==> src/rtl/spi_flash_responder.sv <==
// spi_flash_responder: oversampled SPI mode-0 NOR flash target serving READ (0x03) and JEDEC ID (0x9F)
module spi_flash_responder #(
  parameter int          ADDR_W   = 16,
  parameter logic [23:0] JEDEC_ID = 24'hEF4016
) (
  input  logic              clk,
  input  logic              resetn,
  input  logic              sclk,
  input  logic              cs_n,
  input  logic              mosi,
  output logic              miso,
  output logic              mem_en,
  output logic [ADDR_W-1:0] mem_addr,
  input  logic [7:0]        mem_rdata,
  output logic              busy
);
  typedef enum logic [2:0] {IDLE, CMD, ADDR, FETCH, DATA, ID, IGNORE} state_t;
  state_t state, state_nxt;
  logic sclk_m, sclk_s, sclk_d, cs_m, cs_s, mosi_m, mosi_s;
  logic rise, fall, cap, streaming, load, hdr_done;
  logic [22:0] rx_sr;
  logic [23:0] rx_nxt;
  logic [6:0] tx_sr;
  logic [7:0] nxt_byte, load_byte;
  logic [4:0] bit_cnt;
  logic [1:0] id_idx;
  logic [ADDR_W-1:0] addr;
  logic unused_addr_hi;
  assign rise = sclk_s & ~sclk_d & ~cs_s;
  assign fall = ~sclk_s & sclk_d & ~cs_s;
  assign rx_nxt = {rx_sr, mosi_s};
  assign unused_addr_hi = ^rx_nxt[23:ADDR_W];
  assign streaming = state == DATA || state == ID;
  assign load = fall && streaming && bit_cnt[2:0] == 3'd0;
  assign hdr_done = (state == CMD && bit_cnt == 5'd7) || (state == ADDR && bit_cnt == 5'd23);
  assign load_byte = state == DATA ? nxt_byte :
                     id_idx == 2'd0 ? JEDEC_ID[23:16] :
                     id_idx == 2'd1 ? JEDEC_ID[15:8] : JEDEC_ID[7:0];
  // two-flop synchronisers for the async pins, plus sclk history for edge detection
  always_ff @(posedge clk or negedge resetn)
    if (!resetn) {cs_m, cs_s, sclk_m, sclk_s, sclk_d, mosi_m, mosi_s} <= 7'b1100000;
    else {cs_m, cs_s, sclk_m, sclk_s, sclk_d, mosi_m, mosi_s} <= {cs_n, cs_m, sclk, sclk_m, sclk_s, mosi, mosi_m};
  // state register
  always_ff @(posedge clk or negedge resetn)
    if (!resetn) state <= IDLE;
    else state <= state_nxt;
  // next state: CS high always returns to IDLE, otherwise opcode/address progress
  always_comb begin
    state_nxt = state;
    if (cs_s) state_nxt = IDLE;
    else case (state)
      IDLE:    state_nxt = CMD;
      CMD:     if (rise && hdr_done) state_nxt = rx_nxt[7:0] == 8'h03 ? ADDR : rx_nxt[7:0] == 8'h9F ? ID : IGNORE;
      ADDR:    if (rise && hdr_done) state_nxt = FETCH;
      FETCH:   if (cap) state_nxt = DATA;
      default: state_nxt = state;
    endcase
  end
  // shift registers, byte loads and memory prefetch; CS high discards everything in flight
  always_ff @(posedge clk or negedge resetn)
    if (!resetn) begin
      miso <= 1'b0;
      mem_en <= 1'b0;
      mem_addr <= '0;
      busy <= 1'b0;
      cap <= 1'b0;
      rx_sr <= '0;
      tx_sr <= '0;
      nxt_byte <= '0;
      bit_cnt <= '0;
      id_idx <= '0;
      addr <= '0;
    end else if (cs_s) begin
      miso <= 1'b0;
      mem_en <= 1'b0;
      busy <= 1'b0;
      cap <= 1'b0;
      rx_sr <= '0;
      tx_sr <= '0;
      nxt_byte <= '0;
      bit_cnt <= '0;
      id_idx <= '0;
      addr <= '0;
    end else begin
      busy <= 1'b1;
      mem_en <= 1'b0;
      cap <= mem_en;
      if (cap) nxt_byte <= mem_rdata;
      if (rise) begin
        rx_sr <= rx_nxt[22:0];
        bit_cnt <= hdr_done ? 5'd0 : bit_cnt + 5'd1;
      end
      if (rise && state == ADDR && hdr_done) begin
        mem_en <= 1'b1;
        mem_addr <= rx_nxt[ADDR_W-1:0];
        addr <= rx_nxt[ADDR_W-1:0];
      end
      if (fall && streaming) begin
        tx_sr <= load ? load_byte[6:0] : {tx_sr[5:0], 1'b0};
        miso <= load ? load_byte[7] : tx_sr[6];
      end
      if (load && state == DATA) begin
        mem_en <= 1'b1;
        mem_addr <= addr + 1'b1;
        addr <= addr + 1'b1;
      end
      if (load && state == ID) id_idx <= id_idx == 2'd2 ? 2'd0 : id_idx + 2'd1;
    end
endmodule

==> config.mk <==
export PLATFORM = sky130hd
export DESIGN_NAME = spi_flash_responder
export DESIGN_NICKNAME = d
export VERILOG_FILES = /design/src/rtl/spi_flash_responder.sv
export SDC_FILE = /design/constraint.sdc
export NUM_CORES = 1
export LEC_CHECK = 0
export BUFFER_PORTS_ARGS = -buffer_cell sky130_fd_sc_hd__buf_2
export CAP_MARGIN = 25
export CORE_MARGIN = 2
export CORE_UTILIZATION = 50
export DETAILED_ROUTE_END_ITERATION = 7
export GPL_ROUTABILITY_DRIVEN = 0
export PLACE_DENSITY = 0.68
export SYNTH_ARGS = -nofsm -noshare
export SYNTH_HDL_FRONTEND = slang
export SYNTH_SLANG_ARGS = --single-unit
==> constraint.sdc <==
create_clock -name clk -period 3 [get_ports clk]
set_input_delay 0.6 -clock clk [delete_from_list [all_inputs] [get_ports clk]]
set_output_delay 0.6 -clock clk [all_outputs]
set_load 0.05 [all_outputs]
==> qor.yml, run 1 <==
status: "complete, no violations"
insertion_delay_ns: 0.35
clockRootBuffer: "clkbuf_8"
antenna_cells: 0
cts.clk_slew.worst_paths_ns: 0.09
worstPathArrival_ns: 2.49
path_cells: "ha_1, nand4bb_1, or3_1, a41oi_1, nand2_1"
ys_async_sr_fraction_pct: 100
fmax_mhz: 443
die_h_um: 93.9
num-nets-final: 439
grt_pass1_wl_um: 15400
power.leakage_nw: 1.92
wl_um: 9080
peakVddDrop_mv: 0.279
tritoncts: "done"
hold_violations: 0
ys_seq_area_share_pct: 51.4
min_path_type: "in -> async"
period_share_pct: 75.2
grtUsageTotal_pct: 22.5
fin_cells: 530
critPathKind: "reg -> reg"
viasPerCell: 5.92
antenna_found_initial: 0
syn-num-nets: 411
place.detailed.hpwl_um: 6130
synth_area_sq_um: 4050
worstSetupStartpointType: "flip-flop"
die_x_um: 93.9
drt_iter0_drc: 163
crit_fanout: 20
drtAntennaViolNets: 0
drv_slew: 0
dp.cells: 513
cts_buffers: 9
postCtsSetupBuffers: 0
tightest_slew_ns: 0.752
synth_warnings: 0
cpLargestDelayFamily: "simple AND/OR/NAND/NOR gates"
post_synth.cell_area_avg_sq_um: 10.2
htree_levels: 3
path_buf_inv: 0
drive_gt1_share_pct: 15.2
max_stage_delay_ns: 0.77
cap_violations: 0
synthFlopType: "dfrtp_1"
core_area_sq_um: 7770
drc: 0
slowest_stage: "or3_1"
setup_tns_ns: 0
post-route-min-period_ns: 2.26
powerDensity_nw_per_um2: 457
power_mw: 2.05
ys_seq_elements: 83
drtPass1Iterations: 4
wl_per_cell_um: 17.1
fp.dieArea_sq_um: 8830
ctsLongestPathBuffers: 2
cp.required_ns: 3.23
grt_max_degree: 84
slew_headroom_pct: 49.8
cp-end-kind: "flip-flop"
syn_inst: 395
cts_sinks: 83
areaGrowthSynthToFinish_pct: 10.9
vias: 3139
synth_edf_count: 0
grt_overflow: 0
start_util_pct: 52.1
clock_skew_ns: 0.0135
hold_buffers: 0
rows: 32
io_buffers: 31
setup_viol: 0
grt_pass1_vias: 2975
post_cts_resized: 0
io_pins: 32
synth_cell_types: 57
rsz0062_at_grt: "false"
-- cell families after synthesis --
group / synth area share, %
AOI/OAI and AO/OA: 16.2
DFF: 51.4
xor gates and xnor gates: 2.81
buffers and inverters: 4.24
adders and majority gates: 0.928
and+or+nand+nor: 18.7
muxes: 5.72
-- worst register-to-register path, cell delays in order, from the launching register on --
cell and delay, ns:
dfrtp_1 0.41, ha_1 0.25, nand4bb_1 0.30, or3_1 0.78
a41oi_1 0.34, nand2_1 0.07
-- cell usage after synthesis (11+ instances only) --
master | n | area (sq um)
a22o_1 | 15 | 131
clkbuf_1 | 13 | 48.8
nor2_1 | 20 | 75.1
a21oi_1 | 11 | 55.1
dfrtp_1 | 81 | 2030
nand3_1 | 32 | 160
mux2i_1 | 22 | 220
nor3_1 | 11 | 55.1
nand2_1 | 31 | 116
inv_1 | 13 | 48.8
o21ai_0 | 25 | 125
o211ai_1 | 11 | 82.6
-- registers in the layout, indices dropped and copies added, names as in the netlist, 2 cells and up --
| name | cells |
|---|---|
| nxt_byte | 8 |
| state | 3 |
| mem_addr | 16 |
| rx_sr | 15 |
| tx_sr | 7 |
| id_idx | 2 |
| bit_cnt | 5 |
| addr | 16 |
-- through the flow --
step / utilization, % / cell area, sq um / hold slack, ns / setup slack [ns]
6_report: 57.7 / 4490 / 0.210 / 0.743
5_1_grt: 57.7 / 4490 / 0.248 / 0.570
4_1_cts: 57.5 / 4470 / 0.334 / 0.723
3_5_place_dp: 55.0 / 4270 / 0.341 / 0.733
3_3_place_gp: 55.0 / 4270 / 0.332 / 0.819
2_1_floorplan: - / 4050 / 0.304 / 1.12
-- layout by cell type (no fill, tap or decap), types with 3 or more instances in the layout --
cell type / n
clkbuf_8: 9
buf_4: 9
nand2_1: 31
nand3_1: 32
nand4_1: 8
inv_1: 13
nor4_1: 6
clkinvlp_4: 3
mux2i_1: 22
nand2b_1: 3
buf_2: 30
a221o_1: 3
nor3b_1: 5
nor2_1: 20
a31oi_1: 5
nor2b_1: 8
xor2_1: 4
a21oi_1: 11
ha_1: 3
o211ai_1: 11
dfrtp_1: 81
o21a_1: 3
nor3_1: 11
nand4bb_1: 3
o21ai_0: 25
xnor2_1: 9
a22o_1: 15
o22ai_1: 3
-- final timing paths --
check | start | to | slack (ns) | depth (start not counted)
max | bit_cnt[0]$_DFFE_PN0P_ | addr[13]$_DFFE_PN0P_ | 0.74 | 5
min | resetn | mem_addr[7]$_DFFE_PN0P_ | 0.21 | 1
max reg2reg | bit_cnt[0]$_DFFE_PN0P_ | addr[13]$_DFFE_PN0P_ | 0.74 | 5
min reg2reg | mosi_m$_DFF_PN0_ | mosi_s$_DFF_PN0_ | 0.35 | 0
max in group asynchronous | resetn | nxt_byte[3]$_DFFE_PN0N_ | 2.16 | 2
min in group clk | cs_n | cs_m$_DFF_PN1_ | 0.35 | 1
-- power by group --
group	total (mW)	internal (mW)	switching (mW)	leakage [nW]
logic	0.101	0.0349	0.0661	0.698
registers	1.15	1.13	0.0198	1.14
clock network	0.798	0.385	0.414	0.0885
-- final cells by class --
class | count | area, sq um
timing repair buffer | 40 | 238
fill | 715 | 3280
sequential | 83 | 2080
inverter | 14 | 52.6
multi-input combinational | 275 | 1790
tap | 102 | 128
clock buffer | 10 | 128
clock inverter | 6 | 66.3
-- routing by layer --
metal  vias up  wire [um]  global-route usage [%]
met5         -          0                       0
met4         0        173                    7.13
met3        12        529                    4.25
met2        79       3940                    32.0
met1      1538       4430                    34.7
li1       1510          -                       -
Note: power is estimated with default switching activity, not from simulation.
==> run 2, diff against run 1 <==
- PLACE_DENSITY: 0.68 -> 0.71
- clock period: 3 -> 1.9 ns (I/O delays scaled with it)
==> qor.yml, run 2 (synthesized netlist as in run 1, its figures left out) <==
status: "complete, no violations"
antenna_found_initial: 0  # unchanged
grt_pass1_wl_um: 15800  # +2.8%
rows: 32  # unchanged
cts_buffers: 9  # unchanged
clock_skew_ns: 0.0160  # +0.00251 ns
htree_levels: 3  # unchanged
grt_overflow: 0  # unchanged
timing.hold.ws_ns: 0.115  # -0.0952 ns
power.leakage_nw: 2.19  # +14%
wl_per_cell_um: 16.8  # -1.7%
setup_viol: 0  # unchanged
period_share_pct: 97.8  # +23 points
fmax_mhz: 538  # +21%
final_util_pct: 64.5  # +6.7 points
clockRootBuffer: "clkbuf_8"
top_regs: "addr x16, mem_addr x16, rx_sr x15"
rsz0062_at_grt: "true"
powerDensity_nw_per_um2: 688  # +51%
start_util_pct: 52.1  # unchanged
areaGrowthSynthToFinish_pct: 23.8
grt_pass1_vias: 3182  # +7.0%
drive_gt1_share_pct: 26.2  # +11 points
peakVddDrop_mv: 0.389  # +40%
num-nets-final: 484  # +10%
setup_tns_ns: 0  # unchanged
mostFrequentLayoutCells: "dfrtp_1, buf_4, nand3_1"
cp-end-kind: "flip-flop"
viasPerCell: 5.80  # -2.1%
die_h_um: 93.9  # unchanged
drtPass1Iterations: 4  # unchanged
grtUsageTotal_pct: 23.1  # +0.55 points
final_common_cell: "dfrtp_1"
drv_slew: 0  # unchanged
cts_sinks: 83  # unchanged
min_path_cells: 1
crit_fanout: 10  # -50%
io_buffers: 31  # unchanged
reg2reg_setup_slack_ns: 0.04  # -0.70 ns
tightest_slew_ns: 0.405  # -0.347 ns
cts.clk_slew.worst_paths_ns: 0.09  # about the same
vias: 3334  # +6.2%
final_area_sq_um: 5010  # +12%
drt_iter0_drc: 178  # +9.2%
worstPathArrival_ns: 2.15  # -0.34 ns
cp.required_ns: 2.19  # -1.04 ns
place.detailed.hpwl_um: 6700  # +9.3%
fp.dieArea_sq_um: 8830  # unchanged
io_pins: 32  # unchanged
core_area_sq_um: 7770  # unchanged
hold_violations: 0  # unchanged
fin_cells: 575  # +8.5%
slew_headroom_pct: 72.7  # +23 points
tritoncts: "done"
ctsLongestPathBuffers: 2  # unchanged
reg2reg_depth: 5  # unchanged
wl_um: 9680  # +6.6%
worstSetupStartpointType: "flip-flop"
drc: 0  # unchanged
grt_max_degree: 32  # -62%
die_x_um: 93.9  # unchanged
antenna_cells: 0  # unchanged
dp.cells: 547  # +6.6%
critPathKind: "reg -> reg"
min_path_type: "in -> reg"
drtAntennaViolNets: 0  # unchanged
insertion_delay_ns: 0.37  # +0.02 ns
post-route-min-period_ns: 1.86  # -0.398 ns
place_area_sq_um: 4580  # +7.1%
cap_violations: 0  # unchanged
-- run 2: repair_timing --
item,4_1_cts,5_1_grt
hold endpoints to repair,24,0
resized for setup,4,19
endpoints found under the setup margin,8,20
gates cloned,0,1
hold buffers,1,0
setup buffers,3,6
pin swaps,0,2
-- run 2: worst max-delay path, stage by stage (launching register included) --
cell	delay (ns)
dfrtp_1	0.43
or4b_4	0.54
or2_4	0.28
buf_12	0.15
o32a_1	0.32
o21ai_1	0.08
-- run 2: layout make-up --
cell class	instances	area, sq um
clock buffer	9	124
tap	102	128
inverter	14	52.6
timing repair buffer	85	641
sequential	83	2080
clock inverter	7	98.8
fill	632	2760
multi-input combinational	275	1880
-- run 2: metrics by stage --
stage               power, mW  setup slack (ns)
floorplan                1.92            0.0231
global placement         2.03           0.00446
detailed placement       2.03           -0.0765
CTS                      3.45           0.00261
global route             3.57           -0.0274
finish                   3.45            0.0412
-- run 2: path summary, 6_finish.rpt --
check | startpoint | to
max reg2reg | sclk_s$_DFF_PN0_ | addr[5]$_DFFE_PN0P_
min in group asynchronous | resetn | mem_addr[9]$_DFFE_PN0P_
min reg2reg | mosi_m$_DFF_PN0_ | mosi_s$_DFF_PN0_
min | cs_n | cs_m$_DFF_PN1_
max in group asynchronous | resetn | cs_m$_DFF_PN1_
max | sclk_s$_DFF_PN0_ | addr[5]$_DFFE_PN0P_
-- run 2: where the power goes --
| group | switching (mW) | total, mW | internal [mW] |
|---|---|---|---|
| combinational | 0.132 | 0.220 | 0.0882 |
| sequential | 0.0170 | 1.80 | 1.78 |
| clock | 0.678 | 1.43 | 0.749 |
-- run 2: metal layers --
layer	global-route usage [%]	share of wire, %	up-vias
li1	-	-	1603
met1	33.6	47	1635
met2	35.1	47	83
met3	3.85	4.5	13
met4	7.61	1.5	0
met5	0	0	-
